## config.mk

```make
export PLATFORM = sky130hd
export DESIGN_NAME = uart_response_tx
export DESIGN_NICKNAME = d
export VERILOG_FILES = /design/src/rtl/uart_response_tx.sv
export SDC_FILE = /design/constraint.sdc
export NUM_CORES = 1
export LEC_CHECK = 0
export ABC_CLOCK_PERIOD_IN_PS = 2500
export CAP_MARGIN = 25
export CORE_ASPECT_RATIO = 1.75
export CORE_MARGIN = 2
export CORE_UTILIZATION = 56
export CTS_BUF_LIST = sky130_fd_sc_hd__clkbuf_16
export DETAILED_ROUTE_END_ITERATION = 8
export PLACE_DENSITY = 0.86
export SLEW_MARGIN = 20
export SYNTH_ARGS = -nofsm -noshare
export SYNTH_HDL_FRONTEND = slang
export SYNTH_SLANG_ARGS = --single-unit
```

## constraint.sdc

```tcl
create_clock -name clock -period 2.5 [get_ports clock]
set_input_delay 0.625 -clock clock [delete_from_list [all_inputs] [get_ports clock]]
set_output_delay 0.625 -clock clock [all_outputs]
set_load 0.02 [all_outputs]
```

## src/rtl/uart_response_tx.sv

```systemverilog
// rtl/uart_response_tx.sv - sends a (command, value) response pair as two back-to-back 8N1 frames
// Optional one-entry pending buffer for requests that arrive while busy: define UART_RESP_PENDING_EN.
module uart_response_tx #(
  parameter int CLKS_PER_BIT = 5208
) (
  input  logic       clock,
  input  logic       reset,
  input  logic       data_valid,
  input  logic [7:0] response_command,
  input  logic [7:0] response_value,
  output logic       tx,
  output logic       busy,
  output logic       done,
  output logic       overrun
);

  localparam logic [15:0] BAUD_LAST = 16'(CLKS_PER_BIT - 1);

  typedef enum logic [1:0] {IDLE, START, DATA, STOP} state_t;

  state_t      state, state_n;
  logic [15:0] baud_cnt, baud_cnt_n;
  logic [2:0]  bit_cnt, bit_cnt_n;
  logic        byte_sel, byte_sel_n;
  logic [7:0]  cmd_q, cmd_n, val_q, val_n;
  logic        data_valid_q;
  logic        tx_n, busy_n, done_n, overrun_n;
  logic        request, baud_wrap;
  logic [7:0]  cur_byte;
`ifdef UART_RESP_PENDING_EN
  logic        pend_q, pend_n;
  logic [7:0]  pcmd_q, pcmd_n, pval_q, pval_n;
  logic        final_wrap;
`endif

  always_comb begin
    request    = data_valid & ~data_valid_q;
    baud_wrap  = (baud_cnt == BAUD_LAST);
    cur_byte   = byte_sel ? val_q : cmd_q;
    state_n    = state;
    baud_cnt_n = baud_wrap ? 16'd0 : baud_cnt + 16'd1;
    bit_cnt_n  = bit_cnt;
    byte_sel_n = byte_sel;
    cmd_n      = cmd_q;
    val_n      = val_q;
    tx_n       = tx;
    busy_n     = busy;
    done_n     = 1'b0;
    overrun_n  = 1'b0;
`ifdef UART_RESP_PENDING_EN
    pend_n     = pend_q;
    pcmd_n     = pcmd_q;
    pval_n     = pval_q;
    final_wrap = 1'b0;
`endif

    case (state)
      IDLE: begin
        baud_cnt_n = 16'd0;
        tx_n       = 1'b1;
        busy_n     = 1'b0;
        if (request) begin
          state_n    = START;
          cmd_n      = response_command;
          val_n      = response_value;
          byte_sel_n = 1'b0;
          bit_cnt_n  = 3'd0;
          tx_n       = 1'b0;
          busy_n     = 1'b1;
        end
      end
      START: begin
        if (baud_wrap) begin
          state_n   = DATA;
          bit_cnt_n = 3'd0;
          tx_n      = cur_byte[0];
        end
      end
      DATA: begin
        if (baud_wrap) begin
          if (bit_cnt == 3'd7) begin
            state_n = STOP;
            tx_n    = 1'b1;
          end else begin
            bit_cnt_n = bit_cnt + 3'd1;
            tx_n      = cur_byte[bit_cnt_n];
          end
        end
      end
      STOP: begin
        if (baud_wrap) begin
          if (!byte_sel) begin
            // value frame starts straight after the command stop bit
            state_n    = START;
            byte_sel_n = 1'b1;
            tx_n       = 1'b0;
          end else begin
            state_n    = IDLE;
            byte_sel_n = 1'b0;
            tx_n       = 1'b1;
            busy_n     = 1'b0;
            done_n     = 1'b1;
          end
        end
      end
      default: state_n = IDLE;
    endcase

`ifdef UART_RESP_PENDING_EN
    if (state != IDLE && request) begin
      overrun_n = pend_q;
      pend_n    = 1'b1;
      pcmd_n    = response_command;
      pval_n    = response_value;
    end
    // a buffered pair (including one arriving this cycle) chains on without an IDLE cycle
    final_wrap = (state == STOP) && baud_wrap && byte_sel;
    if (final_wrap && pend_n) begin
      state_n    = START;
      byte_sel_n = 1'b0;
      bit_cnt_n  = 3'd0;
      cmd_n      = pcmd_n;
      val_n      = pval_n;
      pend_n     = 1'b0;
      tx_n       = 1'b0;
      busy_n     = 1'b1;
      done_n     = 1'b0;
    end
`else
    if (state != IDLE && request) begin
      overrun_n = 1'b1;
    end
`endif
  end

  always_ff @(posedge clock or posedge reset) begin
    if (reset) begin
      state        <= IDLE;
      baud_cnt     <= 16'd0;
      bit_cnt      <= 3'd0;
      byte_sel     <= 1'b0;
      cmd_q        <= 8'd0;
      val_q        <= 8'd0;
      data_valid_q <= 1'b0;
      tx           <= 1'b1;
      busy         <= 1'b0;
      done         <= 1'b0;
      overrun      <= 1'b0;
`ifdef UART_RESP_PENDING_EN
      pend_q       <= 1'b0;
      pcmd_q       <= 8'd0;
      pval_q       <= 8'd0;
`endif
    end else begin
      state        <= state_n;
      baud_cnt     <= baud_cnt_n;
      bit_cnt      <= bit_cnt_n;
      byte_sel     <= byte_sel_n;
      cmd_q        <= cmd_n;
      val_q        <= val_n;
      data_valid_q <= data_valid;
      tx           <= tx_n;
      busy         <= busy_n;
      done         <= done_n;
      overrun      <= overrun_n;
`ifdef UART_RESP_PENDING_EN
      pend_q       <= pend_n;
      pcmd_q       <= pcmd_n;
      pval_q       <= pval_n;
`endif
    end
  end

endmodule

```

# [Yosys cells after proc, flatten, opt, wreduce, memory -nomap -nowiden]
# Index checks and enable logic that the tools add are counted.
[totals] register_bits=43 in_bits=19 out_inout_bits=4
[op_classes] n_addsub=2 magnitude_cmp=1 n_eq_ne=12 mux=35 bitwise_logic=2 reduce_logical=11
[ops] operator="$mux 16" count=2
[ops] operator="$mux 1" count=17
[ops] operator="$add 16x1->16 const B" count=1
[ops] operator="$eq 16x13->1 const B" count=1
[ops] operator="$ne 2x2->1 const B" count=7
[ops] operator="$mux 3" count=4
[ops] operator="$mux 2" count=5
[ops] operator="$reduce_and 5->1" count=2
[ops] operator="$pmux 3 s3" count=1
[ops] operator="$reduce_and 3->1" count=3
[ops] operator="$mux 8" count=1
[ops] operator="$pmux 2 s4" count=1
[ops] operator="$eq 2x2->1 const B" count=2
[ops] operator="$lt 3x4->1 const B" count=1
[ops] operator="$pmux 1 s2" count=2
[ops] operator="$pmux 1 s4" count=1
[ops] operator="$reduce_bool 2->1" count=2
[ops] operator="$add 3x1->3 const B" count=1
[ops] operator="$bmux 1 s3" count=1
[ops] operator="$eq 3x3->1 const B" count=1
[ops] operator="$reduce_bool 3->1" count=1
[ops] operator="$eq 2x1->1 const B" count=1
[ops] operator="$logic_not 2->1" count=1
[ops] operator="$reduce_and 2->1" count=1
[ops] operator="3 further kinds" count=3

# [Logic depth before layout (Yosys ltp)]
# Gate-level depths: netlist of the first run.
[depth] word_depth=6 depth_mapped=8

# [Worst setup path after synthesis of the first run]
# Ideal clock, no wire load.
[synth_path] path_kind="flip-flop to flip-flop" from="register baud_cnt[0]" to="register bit_cnt[0]" setup_ns=0.125 arrival_time_ns=2.169 slack_ns=0.206 path_stages_with_launch=7 n_path_buf=0 synth_period_minus_slack_ns=2.294 cell_sequence="dfrtp_1 -> ha_1 -> or4bb_1 -> or4_4 -> o21ai_2 -> o2111ai_2 -> mux2_4"
[synth_via] elab_chain_len=3 elab_cells_between_ends=4 classes_between="3 x eq/ne; 1 x reduce/logical"
[synth_lines] item="from (decl)" line="22" text="logic [15:0] baud_cnt, baud_cnt_n;"
[synth_lines] item="from (signal assigned)" line="156" text="baud_cnt <= baud_cnt_n;"
[synth_lines] item="$eq 16x13->1 *" line="38" text="baud_wrap = (baud_cnt == BAUD_LAST);"
[synth_lines] item="$ne 2x2->1 (no source line)"
[synth_lines] item="$reduce_and 5->1 (no source line) *"
[synth_lines] item="to (signal assigned)" line="157" text="bit_cnt <= bit_cnt_n;"
[synth_lines] item="to (decl)" line="23" text="logic [2:0] bit_cnt, bit_cnt_n;"
# Every way passes the cells marked *; elsewhere a longest branch is shown, timed or not.
# A chain may end at the register's enable or synchronous reset.

# [Final worst setup path of the first run]
# Same ends and word-level chain as after synthesis.

==> results of run 1 <==
## flip-flops by register name (all words and copies together) (netlist names)
register      flops
done              1
baud_cnt         16
overrun           1
busy              1
data_valid_q      1
tx                1
state             2
byte_sel          1
val_q             8
bit_cnt           3
cmd_q             8
## cells by family after synthesis
family / count (synthesis)
AND/OR/NAND/NOR: 63
AO/OA/AOI/OAI: 16
flip-flops: 43
adder cells (fa/ha/maj): 7
buffers and inverters: 14
multiplexers: 24
XOR/XNOR: 14
## power breakdown
part | switching, mW | internal (mW)
registers | 0.142 | 0.900
clock network | 0.251 | 0.465
logic | 0.410 | 0.437
total | 0.804 | 1.80
## path summary, 6_finish.rpt
check / startpoint / endpoint / slack [ns] / depth (start not counted)
max: baud_cnt[0] / bit_cnt[0] / 0.09 / 6
min: baud_cnt[0] / baud_cnt[0] / 0.48 / 1
max reg2reg: baud_cnt[0] / bit_cnt[0] / 0.09 / 6
min reg2reg: baud_cnt[0] / baud_cnt[0] / 0.48 / 1
max in group asynchronous: reset / tx / 1.36 / 3
min in group asynchronous: reset / baud_cnt[11] / 0.77 / 3
## repair_timing
action                     CTS  global route
resized for setup            0             2
setup endpoints to repair    0             2
buffers inserted             0             1
## stage by stage
| stage | power [mW] | setup WS (ns) | hold slack, ns |
|---|---|---|---|
| floorplan | 1.63 | 0.206 | 0.452 |
| global placement | 1.80 | 0.161 | 0.469 |
| detailed placement | 1.87 | 0.0709 | 0.492 |
| CTS | 2.60 | 0.0558 | 0.507 |
| global route | 2.76 | 0.0230 | 0.507 |
| finish | 2.61 | 0.0937 | 0.485 |
## area by class of cell
cell class / count / area [sq um] / area share [%]
repair buffers: 27 / 258 / 9.91
clock buffers: 5 / 125 / 4.81
inverters: 7 / 26.3 / 1.01
clock inverters: 3 / 38.8 / 1.49
well taps: 46 / 57.6 / 2.21
flip-flops and latches: 43 / 1080 / 41.4
multi-input cells: 124 / 1020 / 39.2
## per-layer routing
| metal | vias up | wire, um | track usage [%] |
|---|---|---|---|
| met5 | - | 0 | 0 |
| met4 | 0 | 97 | 8.85 |
| met3 | 10 | 116 | 4.70 |
| met2 | 30 | 2720 | 47.0 |
| met1 | 766 | 1700 | 24.9 |
| li1 | 700 | - | - |
## Yosys cell counts, types with 4 or more instances
library cell,count
xnor2_1,4
ha_1,7
a21oi_1,4
xor2_1,10
nor2_1,20
nand2_1,10
clkbuf_1,4
dfrtp_1,42
nand3_1,5
mux2_2,19
nor3_1,4
inv_1,7
mux4_2,4
==> impl_results.md, run 1 <==
- Synth top area cells: dfrtp_1, mux2_2, mux4_2
- Total grt overflow: 0
- Period utilization: between 90 and 100%
- Post-synthesis mux area share: between 10% and 20%
- GRT Overall Usage: about a quarter
- First-pass GRT wire length: 7.67 mm
- Layout area overhead: 21.2%
- Post-Synth Simple-Gate Area: between 10% and 20%
- Library cells used by synthesis: between 40 and 50
- Slowest-stage cell, CP: or4_4
- YS warnings: 0
- Die ar.: 4360 sq um
- Leakage: 1.15 nW
- Sequential share of the synthesized area: 50.2%
- Fraction of registers with async set/reset: between 90% and 100%
- CP required: ~2.7 ns
- CP top delay family: simple AND/OR/NAND/NOR gates
- Synth Net Count: around 210
- Die width: a little over 50 um
- Layout Cells excl Fill: 255
- CORE AREA: ~3700 sq um
- CP cell instances: ha_2 -> or4bb_4 -> or4_4 -> o21ai_2 -> o2111ai_2 -> mux2_4
- I/O Buffers: 22
- Fin area: 2600 sq um
- CTS tree: built
- Worst setup SP type: flip-flop
- Least-Margin Pin Slew: between 0.6 and 0.7 ns
- Crit Path Class: flip-flop to flip-flop
- Filler cell count: around 250
- CTS Sinks: 43
- Worst-path clk slew: roughly 0.060 ns
- Antenna Nets Post-Route: 0
- Die Y-Extent: around 86 um
- Via count: between 1,500 and 2,000
- DRC violations left: 0
- RSZ-0062 raised after global routing: false
- Status: completed
- Max_slew headroom: a little under three fifths
- Worst path bufs/invs: 0
- Starting DRC count in detailed routing: 25
- Post-synth EDFFs: 0
- Max frequency: 416 MHz
- Post-Route WL: between 4 and 5 mm
- Post-Synth Adder-Cell Area: slightly above 4%
- Synthesized cell area: ~2100 sq um
- Crit path max fanout: 4
- Most frequent cells in the layout: dfrtp_1, clkdlybuf4s50_1, nor2_1
- DR WL/cell: about 18 um
- XOR/XNOR share of the synthesized area: approximately 5.7%
- Area post-placement: roughly 2400 sq um
- Gate Count Post-Synth: about 180
- Commonest non-fill, non-tap cell in the layout: dfrtp_1
- Cell total after placement: 246
- Synth Area in Compound Gates: under 10%
- CP peak stage delay: around 0.57 ns
- Ant. Diodes: 0
- Max Clock Skew: 0.00403 ns
- Row count: 29
- Via count of the first global-routing pass: 1,604
- Antenna violations before repair: 0
- Final nets: approximately 230
- Skew-Pair Late Insertion Delay: ~0.28 ns
- Share of cells above drive strength 1: 22.0%
- Primary FF master, synth: dfrtp_1
- Post-synth top area cell: dfrtp_1
- CTS buffer count: 5
- Detailed Place HPWL: around 3.4 mm
- Min Tclk post-route: 2.41 ns
- TritonRoute pass-1 iters: 4
- Largest family of logic cells by synthesized area: simple AND/OR/NAND/NOR gates
- Fin util: between 70% and 80%
- Max-cap violation count: 0
- Top-area cell type share of the netlist area: 49.0%
- CTS Hold Bufs: 0
- Crit path capture type: flip-flop
- Synthesis-stage register bit count: 43
- GP Congestion: ~0.88
- WP data arrival: between 2 and 3 ns
- Peak supply drop: roughly 0.00078 V
- Pwr dens: approximately 1000 nW/um^2
- I/O pin cnt: 23
- CTS root buffer: clkbuf_16
- Mean Syn Cell Area: between 10 and 15 sq um
- Hold Crit Class: flip-flop to flip-flop
- Largest net degree at the start of global routing: 44
- Final count of pins violating max slew: 0
- Max clock buf depth: 2
- Final sum of negative setup slack: 0 ns
- # setup viols final: 0
- Starting density of the core: about 59%
- Final Hold Vio Count: 0
- Via-per-instance ratio: between 5 and 6
- H-tree Lvls: 2
Note: power is estimated with default switching activity, not from simulation.
==> run 2, diff against run 1 <==
--- a/config.mk
+++ b/config.mk
@@ -5,7 +5,6 @@
 export SDC_FILE = /design/constraint.sdc
 export NUM_CORES = 1
 export LEC_CHECK = 0
-export ABC_CLOCK_PERIOD_IN_PS = 2500
 export CAP_MARGIN = 25
 export CORE_ASPECT_RATIO = 1.75
 export CORE_MARGIN = 2
==> results of run 2 <==
Same layout as run 1: the final DEF is identical, and so are final timing and power.
==> run 3, diff against run 2 <==
--- a/config.mk
+++ b/config.mk
@@ -11,7 +11,9 @@
 export CORE_UTILIZATION = 56
 export CTS_BUF_LIST = sky130_fd_sc_hd__clkbuf_16
 export DETAILED_ROUTE_END_ITERATION = 8
+export GPL_TIMING_DRIVEN = 0
 export PLACE_DENSITY = 0.86
+export SKIP_CTS_REPAIR_TIMING = 1
 export SLEW_MARGIN = 20
 export SYNTH_ARGS = -nofsm -noshare
 export SYNTH_HDL_FRONTEND = slang
==> run 3 against run 2 <==
Effect of this change:
- hold slack improved by 0.017 ns
- sequential share of layout area fell by 1.2 points
- highest routed layer unchanged
- non-clock buffer count rose by 6
- wire length fell by 2.0%
- maximum frequency fell by 0.63%
- total power rose by 1.6%
- flip-flop and latch count did not move
- first-iteration DRC count rose by 48%
- critical endpoint unchanged
- core utilization rose by 2.0 points
==> impl_results.md, run 3 (synthesized netlist as in run 1, its figures left out) <==
- # setup viols final: 0
- Final nets: 240
- Wl on met1: about 1.6 mm
- Ant. Diodes: 0
- CP peak stage delay: 0.60 ns
- I/O Buffers: 22
- Worst-path clk slew: approximately 0.06 ns
- CTS root buffer: clkbuf_16
- Total grt overflow: 0
- Dpl ws: -0.170 ns
- WP data arrival: between 2 and 3 ns
- Via-per-instance ratio: around 5.8
- CTS buffer count: 5
- Final count of pins violating max slew: 0
- Final Hold Vio Count: 0
- DRC violations left: 0
- CP top delay family: simple AND/OR/NAND/NOR gates
- I/O pin cnt: 23
- CTS tree: built
- Layout area overhead: 24.7%
- Status: completed
- WL met3: 142 um
- Pwr dens: 989 nW/um^2
- Detailed Place HPWL: 3.27 mm
- Leakage: 1.17 nW
- Hold Crit Class: flip-flop to flip-flop
- Commonest non-fill, non-tap cell in the layout: dfrtp_1
- Period utilization: approximately 97%
- DR WL/cell: about 17 um
- Via count: 1,506
- TritonRoute pass-1 iters: 4
- Internal reg-to-reg setup slack: around 0.079 ns
- Largest register FFs: 16
- GRT Overall Usage: about a quarter
- Min Tclk post-route: around 2.4 ns
- Met2 WL post-DR: approximately 2.6 mm
- Largest net degree at the start of global routing: 25
- Crit Path Class: flip-flop to flip-flop
- Slowest-stage cell, CP: or4_4
- Most flops, register: baud_cnt
- Die width: about 51 um
- Largest registers: baud_cnt (16), cmd_q (8), val_q (8)
- Least-Margin Pin Slew: between 0.5 and 0.6 ns
- Die ar.: between 4000 and 5000 sq um
- Max-cap violation count: 0
- GP Congestion: around 0.84
- CTS Sinks: 43
- Starting DRC count in detailed routing: 37
- Die Y-Extent: 85.9 um
- CP required: 2.67 ns
- Max_slew headroom: 63.5%
- Worst setup SP type: flip-flop
- Antenna Nets Post-Route: 0
- Share of cells above drive strength 1: between 20% and 30%
- Crit path capture type: flip-flop
- Hold WS: roughly 0.50 ns
- Top Layer Used: met4
- RSZ-0062 raised after global routing: false
- Area post-placement: approximately 2500 sq um
- Final worst slack: between 0.07 and 0.08 ns
- Skew-Pair Late Insertion Delay: roughly 0.29 ns
- Max Clock Skew: 0.00532 ns
- Row count: 29
- Peak supply drop: between 0.0007 and 0.0008 V
- Via count of the first global-routing pass: 1,682
- CP cell instances: ha_4 -> or4bb_4 -> or4_4 -> o21ai_4 -> o2111ai_2 -> mux2_4
- Max frequency: roughly 410 MHz
- Starting density of the core: around three fifths
- First-pass GRT wire length: 7.69 mm
- H-tree Lvls: 2
- Fin area: around 2700 sq um
- Post-Route WL: roughly 4.5 mm
- Crit path max fanout: 4
- Most frequent cells in the layout: dfrtp_1, clkdlybuf4s50_1, nor2_1
- Max clock buf depth: 2
- CORE AREA: approximately 3700 sq um
- Antenna violations before repair: 0
- Worst path bufs/invs: 0
==> run 3: cell count changes in the layout (fill, tap and decap cells not counted), sizes merged <==
cell    before  now
clkbuf       5   10
buf          5    6
==> run 3: report_power, final <==
part / switching [mW] / internal [mW]
Sequential: 0.133 / 0.899
Clock: 0.258 / 0.466
Combinational: 0.429 / 0.461
==> run 3: final timing paths <==
kind / startpoint / to / cells after the start
min reg2reg: val_q[3] / val_q[3] / 1
min in group asynchronous: reset / val_q[7] / 2
max in group asynchronous: reset / tx / 3
max: baud_cnt[1] / bit_cnt[0] / 6
max reg2reg: baud_cnt[1] / bit_cnt[0] / 6
min: val_q[3] / val_q[3] / 1
==> run 3: through the flow <==
step,util (%),setup TNS [ns],cells,total power [mW]
floorplan,-,0,181,1.63
global placement,66.2,-0.840,249,1.80
detailed placement,66.9,-1.59,250,1.87
CTS,71.4,-0.771,258,2.60
global route,73.0,0,261,2.79
finish,73.0,0,261,2.65
==> run 3: layout make-up <==
class,instances,area [sq um]
buffer,6,28.8
clock buffer,5,125
clock inverter,3,38.8
fill,245,988
inverter,7,26.3
multi-input combinational,124,1040
sequential,43,1080
tap,46,57.6
timing repair buffer,27,278
==> run 3: routing by layer <==
| layer | up-vias | global-route usage [%] |
|---|---|---|
| li1 | 711 | - |
| met4 | 0 | 12.3 |
| met1 | 760 | 24.9 |
| met2 | 26 | 43.7 |
| met5 | - | 0 |
| met3 | 9 | 5.05 |
==> run 3: worst reg2reg max path: cells and delay by family (launching register included) <==
kind | cells | cell delay, ns
AND/OR/NAND/NOR | 2 | 1.17
flip-flops | 1 | 0.40
multiplexers | 1 | 0.29
AO/OA/AOI/OAI | 2 | 0.29
adder cells (fa/ha/maj) | 1 | 0.17
